<file path="config.mk">
export PLATFORM = sky130hd
export DESIGN_NAME = reg_fifo
export DESIGN_NICKNAME = d
export VERILOG_FILES = /design/src/rtl/reg_fifo.sv
export SDC_FILE = /design/constraint.sdc
export NUM_CORES = 1
export LEC_CHECK = 0
export BUFFER_PORTS_ARGS = -buffer_cell sky130_fd_sc_hd__buf_2
export CORE_UTILIZATION = 35
export DETAILED_ROUTE_END_ITERATION = 10
export PLACE_DENSITY = 0.59
export SLEW_MARGIN = 20
export SYNTH_ARGS = -nofsm -noshare
export SYNTH_HDL_FRONTEND = slang
export SYNTH_SLANG_ARGS = --single-unit
</file>
<file path="constraint.sdc">
create_clock -name clk -period 2.6 [get_ports clk]
set_input_delay 0.26 -clock clk [delete_from_list [all_inputs] [get_ports clk]]
set_output_delay 0.26 -clock clk [all_outputs]
set_load 0.03 [all_outputs]
</file>
<file path="src/rtl/reg_fifo.sv">
// reg_fifo: register-based synchronous FIFO with registered read data,
// occupancy count, full/empty flags and per-direction ack/err pulses.
// Control is a small registered state machine; the ack/err pulses are
// decoded from its state plus a tag bit that records when both
// directions were requested on the same edge.
module reg_fifo #(
    parameter int DATA_WIDTH = 32,
    parameter int DEPTH      = 8,
    parameter int AW         = $clog2(DEPTH)
) (
    input  logic                  clk,
    input  logic                  reset,
    input  logic                  wr_en,
    input  logic [DATA_WIDTH-1:0] din,
    input  logic                  rd_en,
    output logic [DATA_WIDTH-1:0] dout,
    output logic                  full,
    output logic                  empty,
    output logic [AW:0]           count,
    output logic                  wr_ack,
    output logic                  wr_err,
    output logic                  rd_ack,
    output logic                  rd_err
);

    typedef enum logic [2:0] {
        INIT     = 3'd0,
        NO_OP    = 3'd1,
        WRITE    = 3'd2,
        WR_ERROR = 3'd3,
        READ     = 3'd4,
        RD_ERROR = 3'd5
    } state_t;

    localparam logic [AW-1:0] PTR_ONE   = AW'(1);
    localparam logic [AW:0]   CNT_ONE   = (AW + 1)'(1);
    localparam logic [AW:0]   CNT_DEPTH = (AW + 1)'(DEPTH);

    state_t                state_r;
    logic                  pair_ack_r;  // READ state also accepted a write
    logic                  pair_err_r;  // accepted op came with a rejected opposite request
    logic [DATA_WIDTH-1:0] mem_r [DEPTH];
    logic [AW-1:0]         wp_r;
    logic [AW-1:0]         rp_r;
    logic [AW:0]           count_r;
    logic [DATA_WIDTH-1:0] dout_r;

    logic full_s;
    logic empty_s;
    logic wr_acc_s;
    logic rd_acc_s;
    logic wr_rej_s;
    logic rd_rej_s;

    assign full_s  = (count_r == CNT_DEPTH);
    assign empty_s = (count_r == {(AW + 1){1'b0}});

    // Accept/reject decisions; nothing is acted on during the INIT edge.
    always_comb begin
        wr_acc_s = 1'b0;
        rd_acc_s = 1'b0;
        wr_rej_s = 1'b0;
        rd_rej_s = 1'b0;
        if (state_r != INIT) begin
            wr_acc_s = wr_en & ~full_s;
            rd_acc_s = rd_en & ~empty_s;
            wr_rej_s = wr_en & full_s;
            rd_rej_s = rd_en & empty_s;
        end else begin
            wr_acc_s = 1'b0;
            rd_acc_s = 1'b0;
            wr_rej_s = 1'b0;
            rd_rej_s = 1'b0;
        end
    end

    // Control state machine: one state per edge naming the accepted (or rejected) operation.
    always_ff @(posedge clk) begin
        if (reset) begin
            state_r    <= INIT;
            pair_ack_r <= 1'b0;
            pair_err_r <= 1'b0;
        end else begin
            case (state_r)
                INIT: begin
                    state_r    <= NO_OP;
                    pair_ack_r <= 1'b0;
                    pair_err_r <= 1'b0;
                end
                default: begin
                    if (rd_acc_s) begin
                        state_r    <= READ;
                        pair_ack_r <= wr_acc_s;
                        pair_err_r <= wr_rej_s;
                    end else if (wr_acc_s) begin
                        state_r    <= WRITE;
                        pair_ack_r <= 1'b0;
                        pair_err_r <= rd_rej_s;
                    end else if (wr_rej_s) begin
                        state_r    <= WR_ERROR;
                        pair_ack_r <= 1'b0;
                        pair_err_r <= 1'b0;
                    end else if (rd_rej_s) begin
                        state_r    <= RD_ERROR;
                        pair_ack_r <= 1'b0;
                        pair_err_r <= 1'b0;
                    end else begin
                        state_r    <= NO_OP;
                        pair_ack_r <= 1'b0;
                        pair_err_r <= 1'b0;
                    end
                end
            endcase
        end
    end

    // Storage, pointers, occupancy count and registered read data.
    always_ff @(posedge clk) begin
        if (reset) begin
            for (int i = 0; i < DEPTH; i++) begin
                mem_r[i] <= {DATA_WIDTH{1'b0}};
            end
            wp_r    <= {AW{1'b0}};
            rp_r    <= {AW{1'b0}};
            count_r <= {(AW + 1){1'b0}};
            dout_r  <= {DATA_WIDTH{1'b0}};
        end else begin
            if (wr_acc_s) begin
                mem_r[wp_r] <= din;
                wp_r        <= wp_r + PTR_ONE;
            end else begin
                wp_r <= wp_r;
            end
            if (rd_acc_s) begin
                dout_r <= mem_r[rp_r];
                rp_r   <= rp_r + PTR_ONE;
            end else begin
                dout_r <= dout_r;
                rp_r   <= rp_r;
            end
            case ({wr_acc_s, rd_acc_s})
                2'b10:   count_r <= count_r + CNT_ONE;
                2'b01:   count_r <= count_r - CNT_ONE;
                default: count_r <= count_r;
            endcase
        end
    end

    // Status and handshake outputs, all derived from registered state.
    always_comb begin
        dout   = dout_r;
        count  = count_r;
        full   = full_s;
        empty  = empty_s;
        wr_ack = (state_r == WRITE) | ((state_r == READ) & pair_ack_r);
        wr_err = (state_r == WR_ERROR) | ((state_r == READ) & pair_err_r);
        rd_ack = (state_r == READ);
        rd_err = (state_r == RD_ERROR) | ((state_r == WRITE) & pair_err_r);
    end

endmodule

</file>
==> flow_metrics.tcl, run 1 <==
set metrics [dict create \
    status "finished clean" \
    avgSynthCellArea_sq_um 15.50 \
    rsz0062_at_grt "false" \
    fmax_ghz 0.4043 \
    postCtsSetupRepairBufs 0 \
    critPathMaxFanout 17 \
    cts_tree "done" \
    post-route-min-period_ns 2.473 \
    cts.clk_slew.worst_paths_ns 0.06 \
    grt_overflow 0 \
    worst_pin_slew_ns 0.7800 \
    vdd_drop_max_mv 0.5195 \
    vias 7186 \
    cp-start-kind "flip-flop" \
    ys_seq_elements 303 \
    row_count 71 \
    yosys_warnings 0 \
    clockBufferDepth 3 \
    clk_latency_ns 0.51 \
    final_area_sq_um 15580 \
    grt_pass1_wl_microns 46400 \
    n_fill_cell 3405 \
    r2r_slack_ns 0.13 \
    drc 0 \
    start_util_pct 35.63 \
    powerDensity_nw_per_um2 831.5 \
    cts-root-buf "clkbuf_16" \
    skew_ns 0.01083 \
    drtIter0Drc 499 \
    grt_pass1_vias 7547 \
    core_sq_um 37760 \
    grtUsageTotal_pct 15.93 \
    dieArea_sq_um 39220 \
    ys_types 43 \
    reg2reg_to "mem_r[7][26]" \
    area_growth_pct 15.82 \
    crit_end "mem_r[7][26]" \
    io_buffers 77 \
    ys.flop_type "edfxtp_1" \
    arrival_ns 2.74 \
    cts.sinks 303 \
    slew_violations 0 \
    postCtsResizedCells 0 \
    ys_seq_area_share_pct 64.14 \
    antenna_found_initial 2 \
    synth_area_sq_um 13450 \
    cp-startpoint "count[0]" \
    dp_hpwl_microns 18080 \
    hold_violations 0 \
    synth_area_leaders "edfxtp_1 (57%), and2_1 (12%), mux4_2 (11%), dfxtp_1 (7.0%), mux2i_1 (2.5%)" \
    htree_levels 2 \
    relSlewSlack_pct 48.00 \
    dr.pass1.iters 5 \
    worstSetupPathType "reg -> reg" \
    dieHeight_microns 198.0 \
    required_ns 2.86 \
    async_flop_share_pct 0 \
    reg2reg_from "count[0]" \
    via_per_inst 4.797 \
    postCtsHoldBufs 1 \
    ant_nets 0 \
    die_x_microns 198.0 \
    power_leakage_nw 5.641 \
    period_share_pct 95.12 \
    synth_top_cell_area_share_pct 57.15 \
    syn_inst 868 \
    synthTopCellsByCount "and2_1 (256), edfxtp_1 (256), mux4_2 (64), dfxtp_1 (47), nor2_1 (43)" \
    place_congestion 0.7541 \
    drt_wl_total_microns 29860 \
    post_dp_cell_area_sq_um 14450 \
    routedWlPerCell_microns 19.93 \
    io-pin-count 78 \
    synth_nets 910 \
    synth_edf_count 256 \
    end_kind "flip-flop" \
    setup_viol 0 \
    drive_gt1_share_pct 25.79 \
    yosys.area.top_type "edfxtp_1" \
    grt_max_degree 68 \
    reg2regPathDepth 7 \
    cap_violations 0 \
    hp-class "in -> reg" \
    p_total_mw 12.95 \
    finalNetCount 1002 \
    numCtsBuffers 35 \
]
==> worst min path at each step <==
stage | start | end | depth (start not counted)
after floorplan | wr_en | state_r[2] | 1
after global placement | dout[5] | dout[5] | 2
after detailed placement | dout[9] | dout[9] | 2
after CTS | din[6] | mem_r[4][6] | 2
after global routing | din[28] | mem_r[5][28] | 2
final | din[11] | mem_r[1][11] | 2
==> power breakdown <==
group,leakage (nW),switching [mW],internal (mW)
clock,0.548,1.89,2.92
combinational,2.06,1.35,0.942
sequential,3.03,0.197,5.65
==> flip-flops by register name, indices dropped and copies added (netlist names) <==
register,count
count,4
dout,32
mem_r,256
pair_ack_r,1
pair_err_r,1
rp_r,3
state_r,3
wp_r,3
==> stage by stage <==
stage | utilization [%] | hold WS, ns | worst slack, ns | instances | setup TNS [ns]
floorplan | - | 0.3595 | -0.1693 | 868 | -0.1693
global placement | 38.26 | 0.4851 | 0.1296 | 1433 | 0
detailed placement | 38.26 | 0.4876 | 0.1411 | 1433 | 0
CTS | 41.25 | 0.09037 | 0.1252 | 1496 | 0
global route | 41.25 | 0.1123 | 0.01752 | 1496 | 0
finish | 41.27 | 0.1081 | 0.1268 | 1498 | 0
==> area by class of cell <==
type                            count  area (sq um)  area share [%]
Sequential cell                   303          8638           55.45
Multi-Input combinational cell    502          4404           28.27
Clock buffer                       46         969.7           6.224
Timing Repair Buffer              114         753.2           4.835
Tap cell                          511         639.4           4.104
Clock inverter                     16         150.1          0.9637
Inverter                            4         20.02          0.1285
Antenna cell                        2         5.005         0.03212
==> critical path: stages, from the launching register on <==
cell     delay, ns
dfxtp_2       0.37
or4b_4        0.56
and3_4        0.23
inv_6         0.07
buf_4         0.27
nor3_4        0.07
or2_2         0.42
buf_12        0.21
==> per-layer routing <==
layer | vias to the layer above | routed length, microns | part of all wire, % | track usage (%)
met1 | 3573 | 12790 | 43 | 21.03
met3 | 51 | 1799 | 6.0 | 2.776
met4 | 2 | 663 | 2.2 | 4.795
met2 | 170 | 14590 | 49 | 26.76
li1 | 3390 | - | - | -
met5 | - | 17 | 0.057 | 0
==> cell families after synthesis <==
| logic type | after synthesis | share of synthesized area, % |
|---|---|---|
| simple gates | 345 | 15.91 |
| fa+ha+maj | 6 | 0.5581 |
| xor+xnor | 6 | 0.3907 |
| flops | 303 | 64.14 |
| buf+inv | 63 | 3.293 |
| compound gates | 48 | 2.539 |
| mux | 97 | 13.17 |
==> cell usage in the layout (no fill, tap or decap), drive strengths merged, types with 2 or more instances in the layout <==
master,count
nor2b,5
clkbuf,46
buf,113
nor4b,2
nand2,6
o21ai,2
a22o,2
nand2b,2
a21oi,7
nor2,43
mux4,64
a211oi,33
nand3,2
inv,4
bufinv,3
diode,2
and2,256
or2,9
ha,6
mux2i,33
dfxtp,47
nor3,10
clkinv,12
or3,2
edfxtp,256
a21o,2
xnor2,5
(Power assumes the default switching activity.)
==> run 2, diff against run 1 <==
CORE_ASPECT_RATIO = 2   (was unset)
CORE_UTILIZATION = 50   (was 35)
PLACE_DENSITY = 0.76   (was 0.59)
==> flow_metrics.tcl, run 2 (synthesis gave the netlist of run 1 again) <==
set metrics [dict create \
    cts-root-buf "clkbuf_16" \
    routedWlPerCell_microns 21.39 \
    status "finished clean" \
    period_share_pct 92.10 \
    core_sq_um 26380 \
    drt_wl_total_microns 28040 \
    htree_levels 1 \
    grt_pass1_wl_microns 43080 \
    cap_violations 0 \
    final_area_sq_um 15070 \
    io_buffers 77 \
    cts_tree "done" \
    power_leakage_nw 5.489 \
    ant_nets 0 \
    worstSetupPathType "reg -> reg" \
    cts.sinks 303 \
    p_total_mw 11.86 \
    relSlewSlack_pct 53.31 \
    worst_pin_slew_ns 0.7003 \
    place_congestion 0.8169 \
    dp.cells 1266 \
    final_cell_mix "and2_1 (256), edfxtp_1 (256), buf_2 (77)" \
    fmax_ghz 0.4176 \
    finalNetCount 992 \
    rsz0062_at_grt "false" \
    clk_latency_ns 0.53 \
    drtIter0Drc 460 \
    vdd_drop_max_mv 0.4842 \
    dp_hpwl_microns 18580 \
    post-route-min-period_ns 2.395 \
    drive_gt1_share_pct 25.23 \
    row_count 84 \
    dieArea_sq_um 27600 \
    r2r_slack_ns 0.21 \
    grt_max_degree 68 \
    multiInputGateArea_sq_um 4404 \
    cp-start-kind "flip-flop" \
    via_per_inst 5.508 \
    numCtsBuffers 25 \
    setup_viol 0 \
    skew_ns 0.01217 \
    grt_overflow 0 \
    clockBufferDepth 3 \
    regMostFlops "mem_r" \
    slew_violations 0 \
    n_fill_cell 2017 \
    grtUsageTotal_pct 21.18 \
    cts.clk_slew.worst_paths_ns 0.07 \
    antenna_found_initial 0 \
    arrival_ns 2.82 \
    post_dp_cell_area_sq_um 14260 \
    required_ns 3.02 \
    dr.pass1.iters 4 \
    final_cell_count_no_fill 1311 \
    area_growth_pct 12.02 \
    hp-class "in -> reg" \
    regArea_sq_um 8638 \
    n_antenna_cell 0 \
    drc 0 \
    die_x_microns 118.0 \
    dieHeight_microns 234.0 \
    critPathMaxFanout 10 \
    vias 7221 \
    largest_register_ffs 256 \
    powerDensity_nw_per_um2 787.2 \
    hold_violations 0 \
    postCtsSetupRepairBufs 0 \
    grt_pass1_vias 7551 \
    end_kind "flip-flop" \
    io-pin-count 78 \
    start_util_pct 50.99 \
]
==> run 2: changes by cell type in the layout (fill, tap and decap cells not counted), sizes merged <==
| cell | before | now |
|---|---|---|
| bufinv | 3 | 2 |
| clkbuf | 46 | 31 |
| clkinv | 12 | 9 |
| clkinvlp | 1 | 2 |
| diode | 2 | 0 |
==> run 2: final timing paths <==
| path | startpoint | end | depth (start not counted) |
|---|---|---|---|
| worst max-delay path | count[1] | count[2] | 10 |
| worst min-delay path | reset | dout[9] | 2 |
| worst max register to register | count[1] | count[2] | 10 |
| worst min register to register | dout[12] | dout[12] | 2 |
==> run 2: final cells by class <==
| class | instances | area share (%) |
|---|---|---|
| clock buffers | 31 | 4.434 |
| clock inverters | 13 | 0.8553 |
| inverters | 4 | 0.1329 |
| multi-input cells | 502 | 29.23 |
| flip-flops and latches | 303 | 57.33 |
| well taps | 344 | 2.856 |
| repair buffers | 114 | 5.165 |
==> run 2: power breakdown <==
part,switching (mW),internal (mW)
Clock,1.67,2.03
Sequential,0.232,5.65
Combinational,1.33,0.949
Total,3.23,8.63
==> run 2: worst max-delay path, cell delays in order, from the launching register on <==
cell and delay, ns:
dfxtp_2 0.38, or4b_4 0.53, and3_4 0.23, inv_6 0.07, ha_1 0.18, xor2_1 0.08, ha_1 0.18, a21oi_1 0.16
xnor2_1 0.17, a21oi_1 0.11, a31o_2 0.22
==> run 2: metrics by stage <==
stage | util (%) | setup slack, ns | TNS, ns | hold slack (ns)
finish | 57.12 | 0.2053 | 0 | 0.09017
global route | 57.12 | 0.06720 | 0 | 0.08395
CTS | 57.12 | 0.1968 | 0 | 0.06385
detailed placement | 54.06 | 0.2131 | 0 | 0.4884
global placement | 54.06 | 0.2133 | 0 | 0.4848
floorplan | - | -0.1693 | -0.1693 | 0.3595
==> run 2: repair_timing <==
action	in CTS	in global routing
hold endpoints to repair	1	0
hold buffers	1	0
endpoints found under the setup margin	0	0
gates resized for setup	0	0
==> run 2: layer usage <==
metal  up-vias  wire length (microns)  GRT usage, %
li1       3355                      -             -
met1      3615                   9769         22.72
met2       193                  15960         41.12
met3        58                   1070         1.921
met4         0                   1232         10.50
met5         -                      0             0
==> run 3, diff against run 2 <==
CTS_BUF_LIST = sky130_fd_sc_hd__clkbuf_16   (was unset)
==> flow_metrics.tcl, run 3 (synthesis gave the netlist of run 1 again) <==
set metrics [dict create \
    status "finished clean" \
    power_leakage_nw 5.495 \
    drt_wl_total_microns 28050 \
    cp-start-kind "flip-flop" \
    post-route-min-period_ns 2.395 \
    final_cell_mix "and2_1 (256), edfxtp_1 (256), buf_2 (77)" \
    hold_violations 0 \
    clockBufferDepth 3 \
    worst_pin_slew_ns 0.7000 \
    drc 0 \
    drtIter0Drc 463 \
    grt_pass1_wl_microns 43130 \
    drive_gt1_share_pct 25.03 \
    skew_ns 0.01389 \
    hp-class "in -> reg" \
    powerDensity_nw_per_um2 782.9 \
    antenna_found_initial 0 \
    area_growth_pct 11.87 \
    cpMaxStageDelayCell "or4b_4" \
    dieArea_sq_um 27600 \
    cts.clk_slew.worst_paths_ns 0.07 \
    start_util_pct 50.99 \
    p_total_mw 11.78 \
    core_sq_um 26380 \
    rsz0062_at_grt "false" \
    final_cell_count_no_fill 1311 \
    finalNetCount 992 \
    post-place-ws_ns 0.2131 \
    worstPathCellList "or4b_4, and3_4, inv_6, ha_1, xor2_1, ha_1, a21oi_1, xnor2_1, a21oi_1, a31o_2" \
    vdd_drop_max_mv 0.4841 \
    fmax_ghz 0.4175 \
    worstSetupPathType "reg -> reg" \
    period_share_pct 92.13 \
    setup_ws_ns 0.2046 \
    cts-root-buf "clkbuf_16" \
    vias 7219 \
    clk_latency_ns 0.53 \
    n_antenna_cell 0 \
    arrival_ns 2.82 \
    dp.cells 1266 \
    post_dp_cell_area_sq_um 14260 \
    grtUsageTotal_pct 21.21 \
    setup_viol 0 \
    postCtsSetupRepairBufs 0 \
    largest_register_ffs 256 \
    die_x_microns 118.0 \
    row_count 84 \
    final_area_sq_um 15050 \
    io_buffers 77 \
    dp_hpwl_microns 18580 \
    io-pin-count 78 \
    cap_violations 0 \
    required_ns 3.03 \
    grt_overflow 0 \
    holdWs_ns 0.09115 \
    critPathMaxFanout 10 \
    regMostFlops "mem_r" \
    dr.pass1.iters 5 \
    end_kind "flip-flop" \
    cts.sinks 303 \
    ant_nets 0 \
    slew_violations 0 \
    place_congestion 0.8169 \
    numCtsBuffers 25 \
    relSlewSlack_pct 53.33 \
    postCtsResizedCells 0 \
    postCtsHoldBufs 1 \
    grt_max_degree 68 \
    htree_levels 1 \
    cts_tree "done" \
    via_per_inst 5.506 \
    max_stage_delay_ns 0.53 \
    grt_pass1_vias 7557 \
    dieHeight_microns 234.0 \
    routedWlPerCell_microns 21.40 \
]
[run 3: cell types whose count changed in the layout (fill, tap and decap cells not counted)]
cell / before / now
clkbuf_8: 2 / 0
inv_1: 2 / 6
clkbuf_1: 4 / 0
clkinv_1: 2 / 4
[run 3: layer usage]
| metal | wire length [microns] | up-vias | share of wire (%) | GRT usage, % |
|---|---|---|---|---|
| met5 | 0 | - | 0 | 0 |
| met3 | 1047 | 55 | 3.7 | 1.921 |
| li1 | - | 3354 | - | - |
| met4 | 1204 | 0 | 4.3 | 10.50 |
| met1 | 9720 | 3620 | 35 | 22.72 |
| met2 | 16080 | 190 | 57 | 41.21 |
[run 3: layout make-up]
type,instances,area (sq um)
Clock buffer,25,625.6
Fill cell,2023,11330
Tap cell,344,430.4
Timing Repair Buffer,114,778.2
Clock inverter,19,151.4
Sequential cell,303,8638
Multi-Input combinational cell,502,4404
Inverter,4,20.02
[run 3: through the flow]
stage	util (%)	setup TNS [ns]
after global routing	57.04	0
after CTS	57.04	0
after floorplan	-	-0.1693
final	57.04	0
after global placement	54.06	0
after detailed placement	54.06	0
[run 3: worst paths after layout]
kind | from | end | cells past startpoint | slack [ns]
min reg2reg | dout[12] | dout[12] | 2 | 0.50
max reg2reg | count[1] | count[2] | 10 | 0.20
max | count[1] | count[2] | 10 | 0.20
min | din[29] | mem_r[5][29] | 2 | 0.09
[run 3: power by group]
part / internal, mW / total (mW) / switching (mW) / leakage [nW]
Combinational: 0.949 / 2.28 / 1.33 / 2.07
Sequential: 5.65 / 5.88 / 0.232 / 3.03
Clock: 1.96 / 3.63 / 1.67 / 0.392
[run 3: critical path: cells and delay by family (launching register included)]
kind	cells	cell delay, ns
xor gates and xnor gates	2	0.25
buffers and inverters	1	0.07
AOI/OAI and AO/OA	3	0.49
and+or+nand+nor	2	0.76
adders and majority gates	2	0.36
DFF	1	0.38
